===== src/rtl/alu_share_arb.sv =====
// Round-robin arbiter/sequencer sharing one registered 8-bit ALU among N requesters.
// Issues one op at a time, waits out the ALU latency, and returns the result with the winner's id.
module alu_share_arb #(
    parameter int N   = 4,
    parameter int IDW = (N > 1) ? $clog2(N) : 1
) (
    input  logic            clk,
    input  logic            rst_n,
    input  logic [N-1:0]    req_valid,
    output logic [N-1:0]    req_ready,
    input  logic [3*N-1:0]  req_ctl,
    input  logic [8*N-1:0]  req_a,
    input  logic [8*N-1:0]  req_b,
    output logic [2:0]      alu_ctl,
    output logic [7:0]      alu_a,
    output logic [7:0]      alu_b,
    input  logic [7:0]      alu_q,
    input  logic            alu_cout,
    output logic            rsp_valid,
    input  logic            rsp_ready,
    output logic [IDW-1:0]  rsp_id,
    output logic [7:0]      rsp_q,
    output logic            rsp_cout,
    output logic            rsp_err,
    output logic            busy,
    output logic [15:0]     ops_done
);

    typedef enum logic [1:0] {
        S_IDLE = 2'd0,
        S_EXEC = 2'd1,
        S_WAIT = 2'd2,
        S_RESP = 2'd3
    } state_t;

    state_t          state_q;
    logic [IDW-1:0]  ptr_q;
    logic [IDW-1:0]  id_q;
    logic            div0_q;
    logic [2:0]      alu_ctl_q;
    logic [7:0]      alu_a_q;
    logic [7:0]      alu_b_q;
    logic            rsp_valid_q;
    logic [IDW-1:0]  rsp_id_q;
    logic [7:0]      rsp_q_q;
    logic            rsp_cout_q;
    logic            rsp_err_q;
    logic [15:0]     ops_done_q;

    logic            grant_found;
    logic [IDW-1:0]  grant_idx;
    logic [IDW-1:0]  cand;
    logic [2:0]      sel_ctl;
    logic [7:0]      sel_a;
    logic [7:0]      sel_b;
    logic            sel_div0;

    // Search starts just after the last winner so every requester gets a turn.
    always_comb begin
        grant_found = 1'b0;
        grant_idx   = '0;
        cand        = '0;
        for (int k = 1; k <= N; k++) begin
            cand = IDW'((32'(ptr_q) + 32'(k)) % 32'(N));
            if (!grant_found && req_valid[cand]) begin
                grant_found = 1'b1;
                grant_idx   = cand;
            end
        end
    end

    always_comb begin
        sel_ctl   = '0;
        sel_a     = '0;
        sel_b     = '0;
        req_ready = '0;
        for (int i = 0; i < N; i++) begin
            if (grant_idx == IDW'(i)) begin
                sel_ctl = req_ctl[3*i +: 3];
                sel_a   = req_a[8*i +: 8];
                sel_b   = req_b[8*i +: 8];
            end
            req_ready[i] = (state_q == S_IDLE) && grant_found && (grant_idx == IDW'(i));
        end
    end

    assign sel_div0 = (sel_ctl == 3'b011) && (sel_b == 8'h00);

    // A zero divisor is turned into a harmless add so the ALU never sees it.
    always_ff @(posedge clk or negedge rst_n) begin
        if (!rst_n) begin
            state_q     <= S_IDLE;
            ptr_q       <= IDW'(N - 1);
            id_q        <= '0;
            div0_q      <= 1'b0;
            alu_ctl_q   <= '0;
            alu_a_q     <= '0;
            alu_b_q     <= '0;
            rsp_valid_q <= 1'b0;
            rsp_id_q    <= '0;
            rsp_q_q     <= '0;
            rsp_cout_q  <= 1'b0;
            rsp_err_q   <= 1'b0;
            ops_done_q  <= '0;
        end else begin
            case (state_q)
                S_IDLE: begin
                    if (grant_found) begin
                        alu_ctl_q <= sel_div0 ? 3'b000 : sel_ctl;
                        alu_a_q   <= sel_a;
                        alu_b_q   <= sel_b;
                        div0_q    <= sel_div0;
                        id_q      <= grant_idx;
                        ptr_q     <= grant_idx;
                        state_q   <= S_EXEC;
                    end
                end
                S_EXEC: begin
                    state_q <= S_WAIT;
                end
                S_WAIT: begin
                    rsp_q_q     <= div0_q ? 8'hFF : alu_q;
                    rsp_cout_q  <= div0_q ? 1'b0 : alu_cout;
                    rsp_err_q   <= div0_q;
                    rsp_id_q    <= id_q;
                    rsp_valid_q <= 1'b1;
                    state_q     <= S_RESP;
                end
                S_RESP: begin
                    if (rsp_ready) begin
                        rsp_valid_q <= 1'b0;
                        ops_done_q  <= ops_done_q + 16'd1;
                        state_q     <= S_IDLE;
                    end
                end
                default: begin
                    state_q <= S_IDLE;
                end
            endcase
        end
    end

    assign alu_ctl   = alu_ctl_q;
    assign alu_a     = alu_a_q;
    assign alu_b     = alu_b_q;
    assign rsp_valid = rsp_valid_q;
    assign rsp_id    = rsp_id_q;
    assign rsp_q     = rsp_q_q;
    assign rsp_cout  = rsp_cout_q;
    assign rsp_err   = rsp_err_q;
    assign busy      = (state_q != S_IDLE);
    assign ops_done  = ops_done_q;

endmodule


===== config.mk =====
export PLATFORM = sky130hd
export DESIGN_NAME = alu_share_arb
export DESIGN_NICKNAME = d
export VERILOG_FILES = /design/src/rtl/alu_share_arb.sv
export SDC_FILE = /design/constraint.sdc
export NUM_CORES = 1
export LEC_CHECK = 0
export CELL_PAD_IN_SITES_DETAIL_PLACEMENT = 1
export CELL_PAD_IN_SITES_GLOBAL_PLACEMENT = 2
export CORE_MARGIN = 3
export CORE_UTILIZATION = 23
export DETAILED_ROUTE_END_ITERATION = 10
export MAX_ROUTING_LAYER = met4
export PLACE_DENSITY = 0.79
export SLEW_MARGIN = 30
export SYNTH_ARGS = -nofsm -noshare
export SYNTH_HDL_FRONTEND = slang
export SYNTH_SLANG_ARGS = --single-unit

===== constraint.sdc =====
create_clock -name clk -period 2.87 [get_ports clk]
set_input_delay 0.7175 -clock clk [delete_from_list [all_inputs] [get_ports clk]]
set_output_delay 0.7175 -clock clk [all_outputs]
set_load 0.05 [all_outputs]

* Word-level counts from Yosys, hierarchy flattened *
Index checks and enable logic that the tools add are counted.

word-level totals
  input port bits = 92
  register bits = 55
  logic and storage cells = 88
  output and inout bits = 53

cells by class
  add/subtract/negate cells = 5
  order comparisons = 4
  reduce and logical (&&, ||, !) cells = 21
  multiplexer cells = 36
  equality and inequality tests = 9

operators by type and width
  operator                 number
  $mux W8                  9
  $add A16 B1 Y16 const B  1
  $mux W3                  5
  $lt A2 B3 Y1 const B     4
  $mux W2                  6
  $mux W1                  10
  $logic_and A1 B1 Y1      9
  $bmux W1 S2              4
  $eq A2 B2 Y1 const B     4
  $logic_not A8 Y1         1
  $pmux W2 S4              1
  $reduce_and A2 Y1        4
  $add A2 B1 Y2 const B    2
  $add A2 B2 Y2 const B    2
  $eq A2 B1 Y1 const B     2
  $logic_not A2 Y1         2
  $ne A2 B2 Y1 const B     2
  $reduce_bool A2 Y1       2
  $eq A3 B2 Y1 const B     1
  $logic_not A1 Y1         3
  $pmux W1 S2              1

* Logic depth before layout (Yosys ltp) *
  word-level depth = 21
  mapped depth = 12
  depth with buffers taken out = 7

* Worst setup path before layout *
OpenSTA, ideal clock, no wires.

  kind = in2out
  start point = input req_valid[2]
  end point = output req_ready[1]
  buffers on the path = 2
  stages = 6
  arrival time = 2,942 ps
  setup slack = -789 ps
  data required time = 2,152 ps
  path through = nand2b_1 > a21boi_1 > o21ai_1 > clkbuf_1 > clkbuf_1 > nor3b_1

between the ends
  longest elaborated chain between the ends = 14
  elaborated cells between the ends (all ways) = 25
  classes of those cells = eq/ne: 1; mux: 16; reduce/logical: 8

ends and longest elaborated chain
  item                                                        line  text
  from (decl)                                                 9     input logic [N-1:0] req_valid,
  $bmux W1 S2                                                 65    if (!grant_found && req_valid[cand]) begin
  $mux W1 (implied by the code)                               65
  $mux W1                                                     65
  $logic_not A1 Y1                                            65
  $logic_and A1 B1 Y1                                         65
  $mux W1                                                     65
  $logic_not A1 Y1                                            65
  $logic_and A1 B1 Y1                                         65
  $mux W1                                                     65
  $logic_not A1 Y1                                            65
  $logic_and A1 B1 Y1                                         65
  $mux W2 / $mux W1 (equally long branches)                   65
  $eq A2 B1 Y1 / $logic_and A1 B1 Y1 (equally long branches)  83    req_ready[i] = (state_q == S_IDLE) && grant_found && (grant_idx == IDW'(i));
  $logic_and A1 B1 Y1 (*)                                     83
  to (decl)                                                   10    output logic [N-1:0] req_ready,

Every way passes the cells marked *; elsewhere a longest branch is shown, timed or not. The select of a mux whose other input is x is not followed.

* Worst setup path in the final report *
  start point = input req_valid[2]
  end point = output req_ready[3]

between the ends
  longest elaborated chain between the ends = 14
  elaborated cells between the ends (all ways) = 25
  classes of those cells = eq/ne: 1; mux: 16; reduce/logical: 8

ends and longest elaborated chain
  item                                                        line
  $bmux W1 S2                                                 65
  $mux W1 (implied by the code)                               65
  $mux W1                                                     65
  $logic_not A1 Y1                                            65
  $logic_and A1 B1 Y1                                         65
  $mux W1                                                     65
  $logic_not A1 Y1                                            65
  $logic_and A1 B1 Y1                                         65
  $mux W1                                                     65
  $logic_not A1 Y1                                            65
  $logic_and A1 B1 Y1                                         65
  $mux W2 / $mux W1 (equally long branches)                   65
  $eq A2 B2 Y1 / $logic_and A1 B1 Y1 (equally long branches)  83
  $logic_and A1 B1 Y1 (*)                                     83

Marks and branches as above.

==> results_tabular.tex <==
\begin{tabular}{lr}
\hline
Metric & Value \\
\hline
\multicolumn{2}{l}{\textbf{Logic synthesis}} \\
Async SR Flop Fraction & 100\% \\
Gate count after technology mapping & 340 \\
Synth cell types & 47 \\
Netlist area before placement & 3060 um2 \\
Number of enable-type register cells in the synthesized netlist & 0 \\
Avg Inst Size Synth & 9.00 um2 \\
Cell type contributing the most total cell area after synthesis & dfrtp\_1 \\
Most frequently used flop master after synthesis & dfrtp\_1 \\
Yosys synthesis warning count & 0 \\
Number of storage elements in the synthesis netlist & between 50 and 60 \\
Most used standard cell by instance count after synthesis & dfrtp\_1 \\
Top-area cell type share of the netlist area & 43.3\% \\
Net count after synthesis & 437 \\
Post-synth top cells & 53 x dfrtp\_1, 52 x nand2\_1, 47 x nor2\_1 \\
Area contributors post-synth & dfrtp\_1 43\%, nand2\_1 6.4\%, nor2\_1 5.8\%, mux2\_2 3.3\%, nand3\_1 3.3\% \\
Sequential element share of the synthesized area & a little under half \\
\multicolumn{2}{l}{\textbf{Die}} \\
Total Die Area & between 10000 and 15000 um2 \\
Number of I/O pins & 145 \\
Height of the die & 121 um \\
Total core area & 12800 um2 \\
Initial core utilization & 23.9\% \\
Width of the chip & roughly 120 um \\
Rows & 41 \\
\multicolumn{2}{l}{\textbf{Clock tree}} \\
Cts bufs inserted & 5 \\
Worst-Skew Late Latency & 0.29 ns \\
CTS clock-pin slew for the worst setup and hold paths & approximately 0.070 ns \\
Cell chosen for the clock root & clkbuf\_16 \\
CTS tree & done \\
H-tree levels & 2 \\
Clock tree sinks & 55 \\
Number of buffers between clock root and the deepest sink & 2 \\
\multicolumn{2}{l}{\textbf{Power}} \\
Leak Pwr & 2.30 nW \\
Highest ir drop seen on vdd & 0.342 mV \\
Power Total & 0.00538 W \\
Power density cells & between 1000 and 1500 nW/um2 \\
\multicolumn{2}{l}{\textbf{Timing}} \\
Top achievable clock speed & 0.366 GHz \\
Skew final & approximately 0.0039 ns \\
Max-slew violation count & 0 \\
Final hold violations & 0 \\
Worst Hold Slack & about 0.42 ns \\
RSZ-0062 raised after global routing & false \\
Max-slew headroom & 61.5\% \\
Share of the cycle needed by the critical path after routing & 95.2\% \\
Setup violators final & 0 \\
Final Critical Period & about 2.7 ns \\
Actual slew at the worst max-slew pin & 0.577 ns \\
\multicolumn{2}{l}{\textbf{Routing}} \\
DR DRC count & 0 \\
Starting DRC count in detailed routing & 88 \\
Via density & between 4 and 5 \\
Total detailed-routing wirelength & 9980 um \\
Via count & $\sim$3000 \\
Initial DRT Pass Iterations & 4 \\
Detailed-route wire length per cell & 14.6 um \\
Count of nets left with antenna violations after detail routing & 0 \\
\multicolumn{2}{l}{\textbf{Final layout}} \\
Number of antenna repair diodes & 0 \\
Proportion of layout cells with a drive suffix above 1 & 16.2\% \\
Area Growth Syn to Fin & 70.2\% \\
Total Nets Final & 609 \\
\multicolumn{2}{l}{\textbf{Placement}} \\
DP Wirelength & roughly 8300 um \\
Count of input and output buffers & around 140 \\
Weighted congestion at the end of routability-driven global placement & 0.763 \\
\multicolumn{2}{l}{\textbf{Global routing}} \\
Initial antenna violation count & 0 \\
Number of global-route vias before repair & 3333 \\
Overall track demand over capacity in global routing & about 14\% \\
Total congestion overflow & 0 \\
Largest net degree at the start of global routing & 33 \\
First-pass GRT wire length & 16300 um \\
\multicolumn{2}{l}{\textbf{Worst setup path}} \\
Number of cells traversed by the worst register-to-register path & 9 \\
FF-to-FF Start & ptr\_q[1] \\
Critical R2R Capture & alu\_ctl[1] \\
Worst Path Arrival & 2.01 ns \\
CP required & $\sim$2.2 ns \\
Slack of the worst reg-to-reg path & 0.41 ns \\
Crit path launch type & input port \\
Setup Crit Path Kind & in2out \\
Largest driver fanout on the critical path & 10 \\
Endpoint kind of the worst setup timing path & output port \\
\multicolumn{2}{l}{\textbf{Job}} \\
Number of max-capacitance violations reported & 0 \\
\multicolumn{2}{l}{\textbf{Hold path}} \\
Type of the most critical hold path & in2async \\
\multicolumn{2}{l}{\textbf{Status}} \\
Result of the run & complete, no violations \\
\hline
\end{tabular}
[layout by cell type (no fill, tap or decap), types with 7 or more instances in the layout]
cell type	instances
a21oi_1	11
nor2_1	47
xnor2_1	11
nand3_1	20
o21ai_0	10
clkdlybuf4s50_1	135
buf_4	38
nand2_1	51
dfrtp_1	53
inv_1	13
o211a_1	7
mux2i_1	9
mux2_2	9
o21ai_1	15
buf_12	7
[critical path: stages]
cell	delay (ns)
dlygate4sd2_1	0.28
nand2b_4	0.16
a21boi_2	0.16
o21ai_4	0.15
buf_12	0.15
nor3b_4	0.22
buf_12	0.16
[routing by layer]
layer / track usage [%] / wire length, um
met2: 24.3 / 4980
met5: - / 0
met3: 2.05 / 532
met4: 2.73 / 69
met1: 17.3 / 4400
[state kept, by name, summed over array words and instances, names as in the netlist]
signal and flops:
rsp_q 8, div0_q 1, rsp_err 1, id_q 2, rsp_valid 1, ops_done 16, rsp_id 2, ptr_q 2
alu_b 8, alu_a 8, alu_ctl 3, rsp_cout 1, state_q 2
[metrics by stage]
stage          worst slack, ns  utilization (%)  TNS [ns]  cell area, um2  instances
6_report                 0.138             40.6         0            5210        685
5_1_grt                 0.0480             40.6         0            5210        685
4_1_cts                0.00822             40.6         0            5200        685
3_5_place_dp            -0.326             39.2     -1.66            5030        676
3_3_place_gp            -0.222             39.2     -1.31            5030        676
2_1_floorplan          -0.0440                -   -0.0440            3100        340
[repair_timing]
item                                    CTS  global route
resized for setup                         8             6
pin swaps                                 0             2
hold buffers                              0             0
endpoints found under the setup margin    5             7
setup buffers                             1             0
[worst max-delay path by stage]
stage                     cells past startpoint           end  slack, ns         start
after floorplan                               8  req_ready[1]      -0.04  req_valid[3]
after global placement                        8  req_ready[2]      -0.22  req_valid[3]
after detailed placement                     11    alu_ctl[1]      -0.33  req_valid[3]
after CTS                                     8  req_ready[3]      0.008  req_valid[3]
after global routing                          7  req_ready[2]       0.05  req_valid[2]
final                                         7  req_ready[3]       0.14  req_valid[2]
[cell type report]
type,instances,area [um2]
tap,172,215
clock inverter,3,25.0
timing repair buffer,187,1830
inverter,13,48.8
sequential,55,1380
fill,1515,7620
clock buffer,5,125
multi-input combinational,250,1580
[kinds of logic after synthesis]
| kind of cell | Yosys count | share of synthesized area, % |
|---|---|---|
| mux | 18 | 6.26 |
| simple gates | 137 | 19.9 |
| fa+ha+maj | 5 | 2.04 |
| compound gates | 75 | 16.7 |
| buf+inv | 35 | 5.76 |
| xor+xnor | 15 | 4.29 |
| flops | 55 | 45.1 |
[where the power goes]
part	switching [W]	leakage (nW)	internal [W]	total, W
clock	0.000289	0.0700	0.000327	0.000616
sequential	0.000182	0.680	0.00108	0.00127
combinational	0.00207	1.55	0.00143	0.00350
Power figures use the tool's default switching activity.
